`src/rtl/sha256_w_scheduler.sv`:
```
// SHA-256 message-schedule sequencer: loads one 512-bit block and streams W[0..63]
// over a valid/ready handshake, expanding W[16..63] in a 16-word sliding window.
module sha256_w_scheduler #(
  parameter int ROUNDS = 64,
  parameter int WORD_W = 32
) (
  input  logic                  clk,
  input  logic                  rst,
  input  logic                  start,
  input  logic [16*WORD_W-1:0]  blk_data,
  output logic                  busy,
  output logic                  w_valid,
  input  logic                  w_ready,
  output logic [WORD_W-1:0]     w_out,
  output logic [5:0]            w_idx,
  output logic                  done
);

  typedef enum logic [1:0] {IDLE, RUN, DONE} state_t;

  state_t            state, state_nxt;
  logic [WORD_W-1:0] win [16];
  logic [5:0]        t;
  logic [WORD_W-1:0] next_word;
  logic              accept;

  function automatic logic [WORD_W-1:0] sigma0(input logic [WORD_W-1:0] x);
    return {x[6:0], x[WORD_W-1:7]} ^ {x[17:0], x[WORD_W-1:18]} ^ (x >> 3);
  endfunction

  function automatic logic [WORD_W-1:0] sigma1(input logic [WORD_W-1:0] x);
    return {x[16:0], x[WORD_W-1:17]} ^ {x[18:0], x[WORD_W-1:19]} ^ (x >> 10);
  endfunction

  // win[0] is W[t], so the new tail word is W[t+16]; sums wrap mod 2^32.
  assign next_word = sigma1(win[14]) + win[9] + sigma0(win[1]) + win[0];
  assign accept    = (state == RUN) && w_ready;

  assign w_valid = (state == RUN);
  assign busy    = (state != IDLE);
  assign done    = (state == DONE);
  assign w_out   = win[0];
  assign w_idx   = t;

  // NOTE: sequential state uses non-blocking assignments so every register
  // samples pre-edge values regardless of statement order.
  always_ff @(posedge clk or posedge rst) begin
    if (rst) state <= IDLE;
    else     state <= state_nxt;
  end

  // NOTE: next-state is defaulted first so no path through this block leaves
  // state_nxt unassigned (which would infer a latch).
  always_comb begin
    state_nxt = state;
    unique case (state)
      IDLE: if (start) state_nxt = RUN;
      RUN:  if (accept && (t == 6'(ROUNDS - 1))) state_nxt = DONE;
      DONE: state_nxt = IDLE;
      default: state_nxt = IDLE;
    endcase
  end

  // NOTE: the window is an architectural register file that must read as zero
  // after reset (w_out = win[0]), so it is reset explicitly, unlike a RAM.
  always_ff @(posedge clk or posedge rst) begin
    if (rst) begin
      for (int i = 0; i < 16; i++) win[i] <= '0;
      t <= '0;
    end else if (state == IDLE && start) begin
      for (int i = 0; i < 16; i++) win[i] <= blk_data[(15 - i)*WORD_W +: WORD_W];
      t <= '0;
    end else if (accept) begin
      for (int i = 0; i < 15; i++) win[i] <= win[i + 1];
      win[15] <= next_word;
      t       <= t + 6'd1;
    end
  end

endmodule

```
`config.mk`:
```
export PLATFORM = sky130hd
export DESIGN_NAME = sha256_w_scheduler
export DESIGN_NICKNAME = d
export VERILOG_FILES = /design/src/rtl/sha256_w_scheduler.sv
export SDC_FILE = /design/constraint.sdc
export NUM_CORES = 2
export LEC_CHECK = 0
export CAP_MARGIN = 20
export CORE_MARGIN = 5
export CORE_UTILIZATION = 50
export CTS_BUF_LIST = sky130_fd_sc_hd__clkbuf_4
export CTS_CLUSTER_DIAMETER = 200
export DETAILED_ROUTE_END_ITERATION = 7
export MAX_ROUTING_LAYER = met4
export PLACE_DENSITY = 0.78
export SLEW_MARGIN = 15
export SYNTH_ARGS = -nofsm -noshare
export SYNTH_HDL_FRONTEND = slang
export SYNTH_SLANG_ARGS = --single-unit
```
`constraint.sdc`:
```
create_clock -name clk -period 40.8 [get_ports clk]
set_clock_uncertainty 0.1 [all_clocks]
set_input_delay 4.08 -clock clk [delete_from_list [all_inputs] [get_ports clk]]
set_output_delay 4.08 -clock clk [all_outputs]
set_load 0.02 [all_outputs]
```
After elaboration in Yosys (flattened, before gate mapping)
Cells that the tools add are included.
{ "op_classes": {"add_sub_neg": 4, "n_eq_ne": 5, "n_mux": 7, "bitwise": 4, "reduce_logical": 7} }
{ "ops": {"columns": ["operator", "count"], "rows": [
  ["$mux W512", 2],
  ["$add A32 B32 Y32", 3],
  ["$xor A32 B32 Y32", 2],
  ["$xor A32 B22 Y32", 1],
  ["$xor A32 B29 Y32", 1],
  ["$mux W6", 2],
  ["$add A6 B1 Y6 const B", 1],
  ["$eq A6 B6 Y1 const B", 1],
  ["$mux W2", 2],
  ["$pmux W2 S2", 1],
  ["$reduce_bool A2 Y1", 2],
  ["$logic_and A1 B1 Y1", 3],
  ["$eq A2 B1 Y1 const B", 1],
  ["$eq A2 B2 Y1 const B", 1],
  ["$logic_not A2 Y1", 1],
  ["$ne A2 B1 Y1 const B", 1],
  ["$ne A2 B2 Y1 const B", 1],
  ["$reduce_and A2 Y1", 1]
]} }
{ "word_totals": {"regBits": 520, "in_bits": 516, "output_inout_bits": 41} }

Logic depth before layout (Yosys ltp)
{ "logic_depth": {"ltp_word": 7, "mapped_depth": 15, "depth_no_buf": 14} }

Worst setup path after synthesis
Ideal clock, no wire load.
{ "synth_timing": {"path_kind": "input to register", "from": "input port start", "to": "register win[163] (netlist bit)", "setup_ps": 82, "t_arrival_ps": 5186, "t_required_ps": 40618, "path_slack_ps": 35432, "stages": 6, "n_path_buf": 3, "cell_sequence": "nand2_1 clkbuf_1 clkbuf_1 clkbuf_1 nand2_1 a31oi_1"} }
{ "synth_between": {"elab_chain_len": 2} }
{ "synth_rtl": {"columns": ["item", "line", "rtl"], "rows": [
  ["from (decl)", "9", "input logic start,"],
  ["$logic_and A1 B1 Y1 (*)", "70", "end else if (state == IDLE && start) begin"],
  ["$mux W512 / $reduce_bool A2 Y1 (equally long branches)", null, null],
  ["to (decl)", "22", "logic [WORD_W-1:0] win [16];"]
]} }
Mark *: on every way between the ends. The rest lies on a longest branch, timed or not.
A chain may end at the register's enable or synchronous reset.

Worst setup path after layout
{ "layout_timing": {"from": "input port start", "to": "register win[367] (netlist bit)"} }
The elaborated chain is that of the path after synthesis.

==> reports/qor.txt <==
Fraction of registers with async set/reset - 1.00
Clk pin slew, worst setup/hold paths - 70 ps
EDFF count, synth - 0
Layout cells sized above 1 - 0.0672
Yosys warns - 0
Initial DRC Count - 2938
Post-synthesis cell type count - 60
Chip width - 246 um
Postcts setup bufs - 0
Ports - 557
Setup slack after layout - 32670 ps
Crit Path Category - input pin to flop
Final wirelength - 103000 um
PostCTS Resize Cnt - 0
Endpoints failing hold - 0
Dpl hpwl - 75500 um
Largest net degree at the start of global routing - 276
Pins Over Slew Limit - 0
Port Buffer Count - 556
CP startpoint kind - input pin
Final setup fails - 0
Fmax - 123 MHz
Hold Buf Count CTS - 0
DR vias - 26200
Synth Net Count - 4033
Hold slack - 394 ps
Filler cells - 4762
Top_reg_cell synth - dfrtp_1
CTS tree - built
Yosys reg bits - 520
Post-Route Setup TNS - 0 ps
Final Cycle Share - 0.199
DRC - 0
Worst EP required - 41600 ps
Initial core utilization - 0.506
Area of the multi-input gates - 13000 um^2
Outcome - complete, no violations
Row count - 86
Synth Instances - 3423
Worst Hold Class - flop to flop
Slew headroom - 0.214
Clock Tree Buf Depth - 3
Synth area leader - dfrtp_1
Mean Syn Cell Area - 8.15 um^2
Height of the die - 246 um
Routed length per instance - 21.9 um
Antenna Nets Post-Route - 0
Skew-Pair Late Insertion Delay - 990 ps
TritonCTS Buffers - 144
Vias in the first global route - 24200
First drt pass iteration count - 6
GRT Total Usage - 0.336
Worst-path fanout max - 112
Cell with the most instances after synthesis - nand2_1
Most frequent cells after synthesis - nand2_1, dfrtp_1, nor2_1
Worst Path Arrival - 8930 ps
Synth area leaders - dfrtp_1, nand2_1, a31oi_1
Final min period - 8130 ps
Pre-CTS setup slack - 31740 ps
Initial antenna violation count - 24
Core Box Area - 55200 um^2
First-pass GRT wire length - 148000 um
Part of the Yosys area used for sequential elements - 0.466
CTS root buffer - clkbuf_4
NumNets Final - 4438
RSZ-0062 raised after global routing - no
Max-cap violations - 0
Htree depth - 4
Grt ovf - 0
# clock sinks - 520
Post-Syn Area - 27900 um^2
Full die area - 60600 um^2
Post-synth top area share - 0.466
Seq. cell area - 13000 um^2
Final design utilization - 0.636
Slew @ Worst Pin - 1180 ps
Routability cong. - 0.996
Nature of the critical path endpoint - flop
Layout area overhead - 25.8%
Via-to-Cell Ratio - 5.58
registers in the layout, indices dropped and copies added, names as in the netlist:
| signal | flops |
|---|---|
| w_out | 32 |
| state | 2 |
| win | 480 |
| w_idx | 6 |
routing by layer:
metal,track usage,vias to the layer above,part of all wire
met5,-,-,0
met4,0.169,0,0.049
met3,0.0793,214,0.099
met2,0.482,1306,0.45
met1,0.449,12500,0.41
li1,-,12100,-
metrics by stage:
stage	cells	cell area, um^2
6_report	4687	35100
5_1_grt	4686	35100
4_1_cts	4660	35000
3_5_place_dp	4428	33200
3_3_place_gp	4428	33200
2_1_floorplan	3423	27900
path summary, 6_finish.rpt:
| check | slack (ps) | start | endpoint | cells past startpoint |
|---|---|---|---|---|
| setup / recovery | 32670 | start | win[367]$_DFFE_PP0P_ | 8 |
| max in group asynchronous | 34970 | rst | win[231]$_DFFE_PP0P_ | 5 |
| setup reg to reg | 35590 | state[1]$_DFFE_PP0P_ | win[367]$_DFFE_PP0P_ | 8 |
| hold reg to reg | 390 | win[412]$_DFFE_PP0P_ | win[444]$_DFFE_PP0P_ | 2 |
| min in group asynchronous | 3560 | rst | win[438]$_DFFE_PP0P_ | 2 |
| hold / removal | 390 | win[412]$_DFFE_PP0P_ | win[444]$_DFFE_PP0P_ | 2 |
cell usage in the layout (no fill, tap or decap), drive strengths merged, types with 2 or more instances in the layout:
master            n
buf              23
ha               32
fa               62
o21a              4
xnor2            86
dfrtp           520
a22oi            16
nor2b             4
nand4            14
clkinv           13
and3              7
nand3            12
a31oi           493
nand2          1006
o31ai             6
a211oi            5
nor2            521
o21ai            37
clkdlybuf4s50   556
o22ai             4
xor2             56
or3               2
bufinv            3
and2              3
o21bai            5
clkbuf          212
a221o             3
a21o              9
a211o             3
diode            25
a21oi            42
or4               2
nor3              8
inv             129
nand2b            3
worst max-delay path: stages:
cell	delay (ps)
clkdlybuf4s50_1	520
nand2_4	460
nand2_4	880
buf_4	880
buf_4	750
buf_4	900
nor2_1	100
a31oi_1	200
cell families after synthesis:
logic type / Yosys count / share of synthesized area
flops: 520 / 0.466
xor+xnor: 142 / 0.0446
compound gates: 635 / 0.143
simple gates: 1584 / 0.218
buf+inv: 446 / 0.0678
fa+ha+maj: 94 / 0.0588
mux: 2 / 0.000762
final cells by class:
cell class                 instances  share of cell area
tap                              748              0.0267
clock inverter                    20             0.00481
timing repair buffer             579               0.166
multi-input combinational       2457               0.371
inverter                         126              0.0137
clock buffer                     212              0.0453
antenna                           25             0.00178
sequential                       520               0.371
Power is not shown: default switching activity piles up to over one toggle a cycle in this logic, so the estimate is an artifact.
